===== src/rtl/rf_seq.sv =====
// rf_seq: micro-sequencer driving the control lines of the A/B/C/D/F register
// file. It takes one register-transfer command at a time over valid/ready,
// then sequences write enables, bus output enables and data-in.
//
// Build option: define RF_SEQ_SWAP_EN to build the SWAP sequence (SW_RD,
// SW_WS and SW_WD states plus the tmp holding register). Without it, op 10
// completes as an illegal command: one no-op EXEC cycle, then done with err.
//
// state | meaning
// IDLE  | waiting for a command; cmd_ready high
// EXEC  | single-cycle LDI/MOV/CLR, or an enable-free pass for an illegal cmd
// SW_RD | SWAP: src driven onto the bus and captured into tmp
// SW_WS | SWAP: dst driven onto the bus and written into src
// SW_WD | SWAP: tmp written into dst
// FIN   | done pulse, with err for an illegal command; cmd_ready low

module rf_seq (
  input  logic       clk,
  input  logic       rst,
  input  logic       cmd_valid,
  output logic       cmd_ready,
  input  logic [1:0] cmd_op,
  input  logic [2:0] cmd_dst,
  input  logic [2:0] cmd_src,
  input  logic [7:0] cmd_imm,
  input  logic [7:0] rf_p,
  output logic [7:0] rf_d,
  output logic [4:0] rf_wi,
  output logic [3:0] rf_oe,
  output logic       rf_fo,
  output logic       done,
  output logic       err
);

  localparam logic [1:0] OP_LDI  = 2'b00;
  localparam logic [1:0] OP_MOV  = 2'b01;
  localparam logic [1:0] OP_SWAP = 2'b10;
  localparam logic [1:0] OP_CLR  = 2'b11;

`ifdef RF_SEQ_SWAP_EN
  typedef enum logic [2:0] {
    IDLE  = 3'd0,
    EXEC  = 3'd1,
    SW_RD = 3'd2,
    SW_WS = 3'd3,
    SW_WD = 3'd4,
    FIN   = 3'd5
  } state_t;
`else
  typedef enum logic [1:0] {
    IDLE = 2'd0,
    EXEC = 2'd1,
    FIN  = 2'd2
  } state_t;
`endif

  state_t     state_q, state_d;
  logic [1:0] op_q, op_d;
  logic [2:0] dst_q, dst_d;
  logic [1:0] src_q, src_d;
  logic [7:0] imm_q, imm_d;
  logic       ill_q, ill_d;

  logic       accept;
  logic       cmd_illegal;
  logic [4:0] dst_onehot;
  logic [3:0] src_onehot;

`ifdef RF_SEQ_SWAP_EN
  logic [7:0] tmp_q, tmp_d;
  logic [3:0] dst_bus_onehot;
  logic [4:0] src_wr_onehot;
`endif

  assign cmd_ready = (state_q == IDLE);
  assign accept    = cmd_valid && cmd_ready;

  // Select decodes only matter for legal commands, where dst <= 4 and the
  // bus-side index fits in two bits; illegal values shift out to zero.
  assign dst_onehot = 5'b00001 << dst_q;
  assign src_onehot = 4'b0001 << src_q;

`ifdef RF_SEQ_SWAP_EN
  assign dst_bus_onehot = 4'b0001 << dst_q[1:0];
  assign src_wr_onehot  = {1'b0, src_onehot};
`endif

  // F is never driven onto the bus by this sequencer
  assign rf_fo = 1'b0;

  // Completion flags come straight from the FIN state so they are glitch-free
  assign done = (state_q == FIN);
  assign err  = done && ill_q;

  // Legality of the command currently presented on the cmd_* inputs
  always_comb begin
    cmd_illegal = (cmd_dst > 3'd4);
    case (cmd_op)
      OP_MOV: begin
        if (cmd_src[2]) cmd_illegal = 1'b1;
      end
`ifdef RF_SEQ_SWAP_EN
      OP_SWAP: begin
        if (cmd_src[2] || cmd_dst[2]) cmd_illegal = 1'b1;
      end
`else
      OP_SWAP: begin
        cmd_illegal = 1'b1;
      end
`endif
      default: begin
      end
    endcase
  end

  // Capture the command fields at acceptance and hold them until IDLE again
  always_comb begin
    op_d  = op_q;
    dst_d = dst_q;
    src_d = src_q;
    imm_d = imm_q;
    ill_d = ill_q;
    if (accept) begin
      op_d  = cmd_op;
      dst_d = cmd_dst;
      src_d = cmd_src[1:0];
      imm_d = cmd_imm;
      ill_d = cmd_illegal;
    end
  end

`ifdef RF_SEQ_SWAP_EN
  // tmp holds the original src value across the two SWAP write cycles
  always_comb begin
    tmp_d = tmp_q;
    if (state_q == SW_RD) tmp_d = rf_p;
  end
`endif

  // Next-state and control-line decode from the state and latched fields
  always_comb begin
    state_d = state_q;
    rf_d    = 8'h00;
    rf_wi   = 5'b00000;
    rf_oe   = 4'b0000;
    case (state_q)
      IDLE: begin
        if (accept) begin
          state_d = EXEC;
`ifdef RF_SEQ_SWAP_EN
          if ((cmd_op == OP_SWAP) && !cmd_illegal) state_d = SW_RD;
`endif
        end
      end
      EXEC: begin
        state_d = FIN;
        if (!ill_q) begin
          case (op_q)
            OP_LDI: begin
              rf_d  = imm_q;
              rf_wi = dst_onehot;
            end
            OP_MOV: begin
              rf_oe = src_onehot;
              rf_d  = rf_p;
              rf_wi = dst_onehot;
            end
            OP_CLR: begin
              rf_d  = 8'h00;
              rf_wi = imm_q[4:0];
            end
            default: begin
            end
          endcase
        end
      end
`ifdef RF_SEQ_SWAP_EN
      SW_RD: begin
        state_d = SW_WS;
        rf_oe   = src_onehot;
      end
      SW_WS: begin
        state_d = SW_WD;
        rf_oe   = dst_bus_onehot;
        rf_d    = rf_p;
        rf_wi   = src_wr_onehot;
      end
      SW_WD: begin
        state_d = FIN;
        rf_d    = tmp_q;
        rf_wi   = dst_onehot;
      end
`endif
      FIN: begin
        state_d = IDLE;
      end
      default: begin
        state_d = IDLE;
      end
    endcase
  end

  // State and latched command fields; reset discards any command in flight
  always_ff @(posedge clk or posedge rst) begin
    if (rst) begin
      state_q <= IDLE;
      op_q    <= 2'b00;
      dst_q   <= 3'd0;
      src_q   <= 2'd0;
      imm_q   <= 8'h00;
      ill_q   <= 1'b0;
    end else begin
      state_q <= state_d;
      op_q    <= op_d;
      dst_q   <= dst_d;
      src_q   <= src_d;
      imm_q   <= imm_d;
      ill_q   <= ill_d;
    end
  end

`ifdef RF_SEQ_SWAP_EN
  // SWAP holding register
  always_ff @(posedge clk or posedge rst) begin
    if (rst) begin
      tmp_q <= 8'h00;
    end else begin
      tmp_q <= tmp_d;
    end
  end
`endif

endmodule


===== config.mk =====
export PLATFORM = sky130hd
export DESIGN_NAME = rf_seq
export DESIGN_NICKNAME = d
export VERILOG_FILES = /design/src/rtl/rf_seq.sv
export SDC_FILE = /design/constraint.sdc
export NUM_CORES = 1
export LEC_CHECK = 0
export CORE_AREA = 4 4 55 67
export CTS_BUF_LIST = sky130_fd_sc_hd__clkbuf_8
export DETAILED_ROUTE_END_ITERATION = 6
export DIE_AREA = 0 0 59 71
export GPL_ROUTABILITY_DRIVEN = 0
export PLACE_DENSITY = 0.68
export SLEW_MARGIN = 20
export SYNTH_ARGS = -nofsm -noshare
export SYNTH_HDL_FRONTEND = slang
export SYNTH_SLANG_ARGS = --single-unit

===== constraint.sdc =====
create_clock -name clk -period 3.4 [get_ports clk]
set_clock_uncertainty 0.1 [all_clocks]
set_input_delay 0.68 -clock clk [delete_from_list [all_inputs] [get_ports clk]]
set_output_delay 0.68 -clock clk [all_outputs]
set_load 0.01 [all_outputs]

==> flow_metrics.env <==
export IMPL_status="finished clean"
export IMPL_cp_cell_sequence="or3b_1 -> or2_4 -> nor4b_2 -> clkdlybuf4s50_1"
export IMPL_syn_inst=98
export IMPL_cpLargestDelayFamily="simple AND/OR/NAND/NOR gates"
export IMPL_fp_row_count=22
export IMPL_cp_max_fo=12
export IMPL_wirelength_um=2440
export IMPL_cp_required_ns=2.62
export IMPL_hold_violations=0
export IMPL_cts_buffer_depth=2
export IMPL_worst_r2r_endpoint="imm_q[5]"
export IMPL_vias_per_cell=4.89
export IMPL_port_buffers=46
export IMPL_grtUsageTotal=0.115
export IMPL_worst_path_buf_inv=1
export IMPL_htree_num_levels=1
export IMPL_cts_sinks=18
export IMPL_via_count=856
export IMPL_max_freq_mhz=330
export IMPL_endpoint_kind="output port"
export IMPL_drive_gt1_frac=0.158
export IMPL_worst_slew_pin_slew_ns=0.754
export IMPL_tns_ns=0
export IMPL_power_leakage_nw=0.627
export IMPL_cp_arrival_ns=2.25
export IMPL_ios=48
export IMPL_syn_nets=127
export IMPL_drt_iter0_drc=18
export IMPL_clk_latency_ns=0.24
export IMPL_worst_path_largest_cell_delay_ns=0.57
export IMPL_core_area_um2=3030
export IMPL_die_area_um2=4190
export IMPL_reg2reg_slack_ns=1.58
export IMPL_die_x_um=59
export IMPL_yosysWarnings=0
export IMPL_cts_tree="yes"
export IMPL_pre_cts_ws_ns=0.628
export IMPL_synth_seq_area_share=0.436
export IMPL_finalCritPeriodShare=0.890
export IMPL_antenna_left=0
export IMPL_slew_headroom=0.497
export IMPL_whs_path_depth=1
export IMPL_die_h_um=71
export IMPL_syn_to_final_growth_pct=48.5
export IMPL_routedWlPerCell_um=13.9
export IMPL_drv_cap=0
export IMPL_grt_first_pass_wirelength_um=3780
export IMPL_finalSetupViolations=0
export IMPL_fin_ws_ns=0.373
export IMPL_reg2regPathDepth=3
export IMPL_finalNetCount=170
export IMPL_start_util=0.341
export IMPL_grt_ovfl_total=0
export IMPL_worstSetupPathType="register to output port"
export IMPL_antenna_found_initial=0
export IMPL_post_dp_hpwl_um=1940
export IMPL_hold_buffers=0
export IMPL_whs_ns=0.370
export IMPL_endpoint="rf_oe[0]"
export IMPL_cts_buffers_inserted=3
export IMPL_yosysUniqueCellTypes=28
export IMPL_grt_pass1_vias=829
export IMPL_worstHoldPathType="register to register"
export IMPL_path_depth=4
export IMPL_syn_area_um2=1030
export IMPL_cp_slowest_cell="clkdlybuf4s50_1"
export IMPL_final_max_slew_violation_count=0
export IMPL_cts_resized=0
export IMPL_post_cts_buffers=0
export IMPL_crit_start="state_q[1]"
export IMPL_grt_max_degree=19
export IMPL_p_per_area_nw_per_um2=462
export IMPL_min_period_ns=3.03
export IMPL_num_antenna_cells=0
export IMPL_clk_pin_slew_ns=0.06
export IMPL_irDropWorstVdd_v=0.000314
export IMPL_synth_area_per_cell_um2=10.5
export IMPL_r2r_start="state_q[1]"
export IMPL_clock_root_buffer="clkbuf_8"
export IMPL_synth_seq_cells=18
export IMPL_drc=0
export IMPL_first_pass_iters=4
export IMPL_start_kind="register"
export IMPL_rsz0062_at_grt="no"
## cells in the final DEF (no fill, tap or decap), drive strengths merged, types with 2 or more instances in the layout
master	netlist	routed
nor3	4	4
clkdlybuf4s50	0	46
nand2	2	2
nor4b	2	2
dfrtp	18	18
clkbuf	2	3
ha	2	2
a31oi	3	3
and3	2	2
a32oi	2	2
mux2	16	16
inv	4	4
mux2i	8	8
nor2	16	16
and2	2	2
## state kept, by name (all words and copies together), names as in the netlist
register and cells:
imm_q 8, ill_q 1, state_q 2, src_q 2, dst_q 3, op_q 2
## area by class of cell
type	instances	area (um^2)
Fill cell	297	1500
Multi-Input combinational cell	68	520
Timing Repair Buffer	46	460
Sequential cell	18	450
Tap cell	36	45.0
Clock buffer	3	41.3
Inverter	4	15.0
## cells in the mapped netlist, drive strengths merged
| cell | instances | area (um^2) |
|---|---|---|
| nand2 | 2 | 7.51 |
| o21ai | 1 | 5.00 |
| a21oi | 1 | 5.00 |
| mux2 | 16 | 180 |
| clkbuf | 2 | 7.51 |
| or2 | 1 | 8.76 |
| ha | 2 | 25.0 |
| a31oi | 3 | 18.8 |
| and2b | 1 | 7.51 |
| a32oi | 2 | 17.5 |
| nor2b | 1 | 6.26 |
| conb | 1 | 3.75 |
| or3b | 1 | 8.76 |
| o21bai | 1 | 7.51 |
| nor3 | 4 | 25.0 |
| nand3 | 1 | 5.00 |
| dfrtp | 18 | 450 |
| and3 | 2 | 12.5 |
| mux2i | 8 | 80.1 |
| inv | 4 | 15.0 |
| nor2 | 16 | 60.1 |
| and2 | 2 | 12.5 |
| nor4b | 2 | 23.8 |
| buf | 6 | 38.8 |
## power by group
part | total [W] | internal [W] | switching, W
clock | 0.000142 | 0.0000785 | 0.0000640
sequential | 0.000338 | 0.000268 | 0.0000706
combinational | 0.000227 | 0.000145 | 0.0000823
## cells by family (layout without fill, tap and decap cells)
family / after synthesis / count (layout) / synth area share
multiplexers: 24 / 24 / 0.252
flip-flops: 18 / 18 / 0.436
buffers and inverters: 12 / 53 / 0.0594
adder cells (fa/ha/maj): 2 / 2 / 0.0242
AO/OA/AOI/OAI: 8 / 8 / 0.0521
AND/OR/NAND/NOR: 33 / 33 / 0.172
other: 1 / 1 / 0.00363
## per-layer routing
layer,wire length [um],track usage
met3,170,0.0255
met4,0,0.0302
met5,0,0
met2,1310,0.208
met1,957,0.133
## worst reg2reg max path: stages, from the launching register on
cell and delay, ns:
dfrtp_1 0.40, nor2_1 0.15, and2_1 0.64, mux2_2 0.41
## how the worst min path moves through the flow
stage	start	to	slack (ns)
6_report	state_q[1]	state_q[1]	0.37
5_1_grt	state_q[1]	state_q[1]	0.41
3_3_place_gp	state_q[1]	state_q[1]	0.35
4_1_cts	state_q[1]	state_q[1]	0.37
3_5_place_dp	state_q[1]	state_q[1]	0.36
2_1_floorplan	state_q[1]	state_q[1]	0.33
## stage by stage
stage / util / total power, W / area [um^2] / std cells
3_3_place_gp: 0.493 / 0.000561 / 1490 / 172
3_5_place_dp: 0.493 / 0.000573 / 1490 / 172
6_report: 0.506 / 0.000708 / 1530 / 175
2_1_floorplan: - / 0.000480 / 1030 / 98
4_1_cts: 0.506 / 0.000718 / 1530 / 175
5_1_grt: 0.506 / 0.000750 / 1530 / 175
Power figures use the tool's default switching activity.
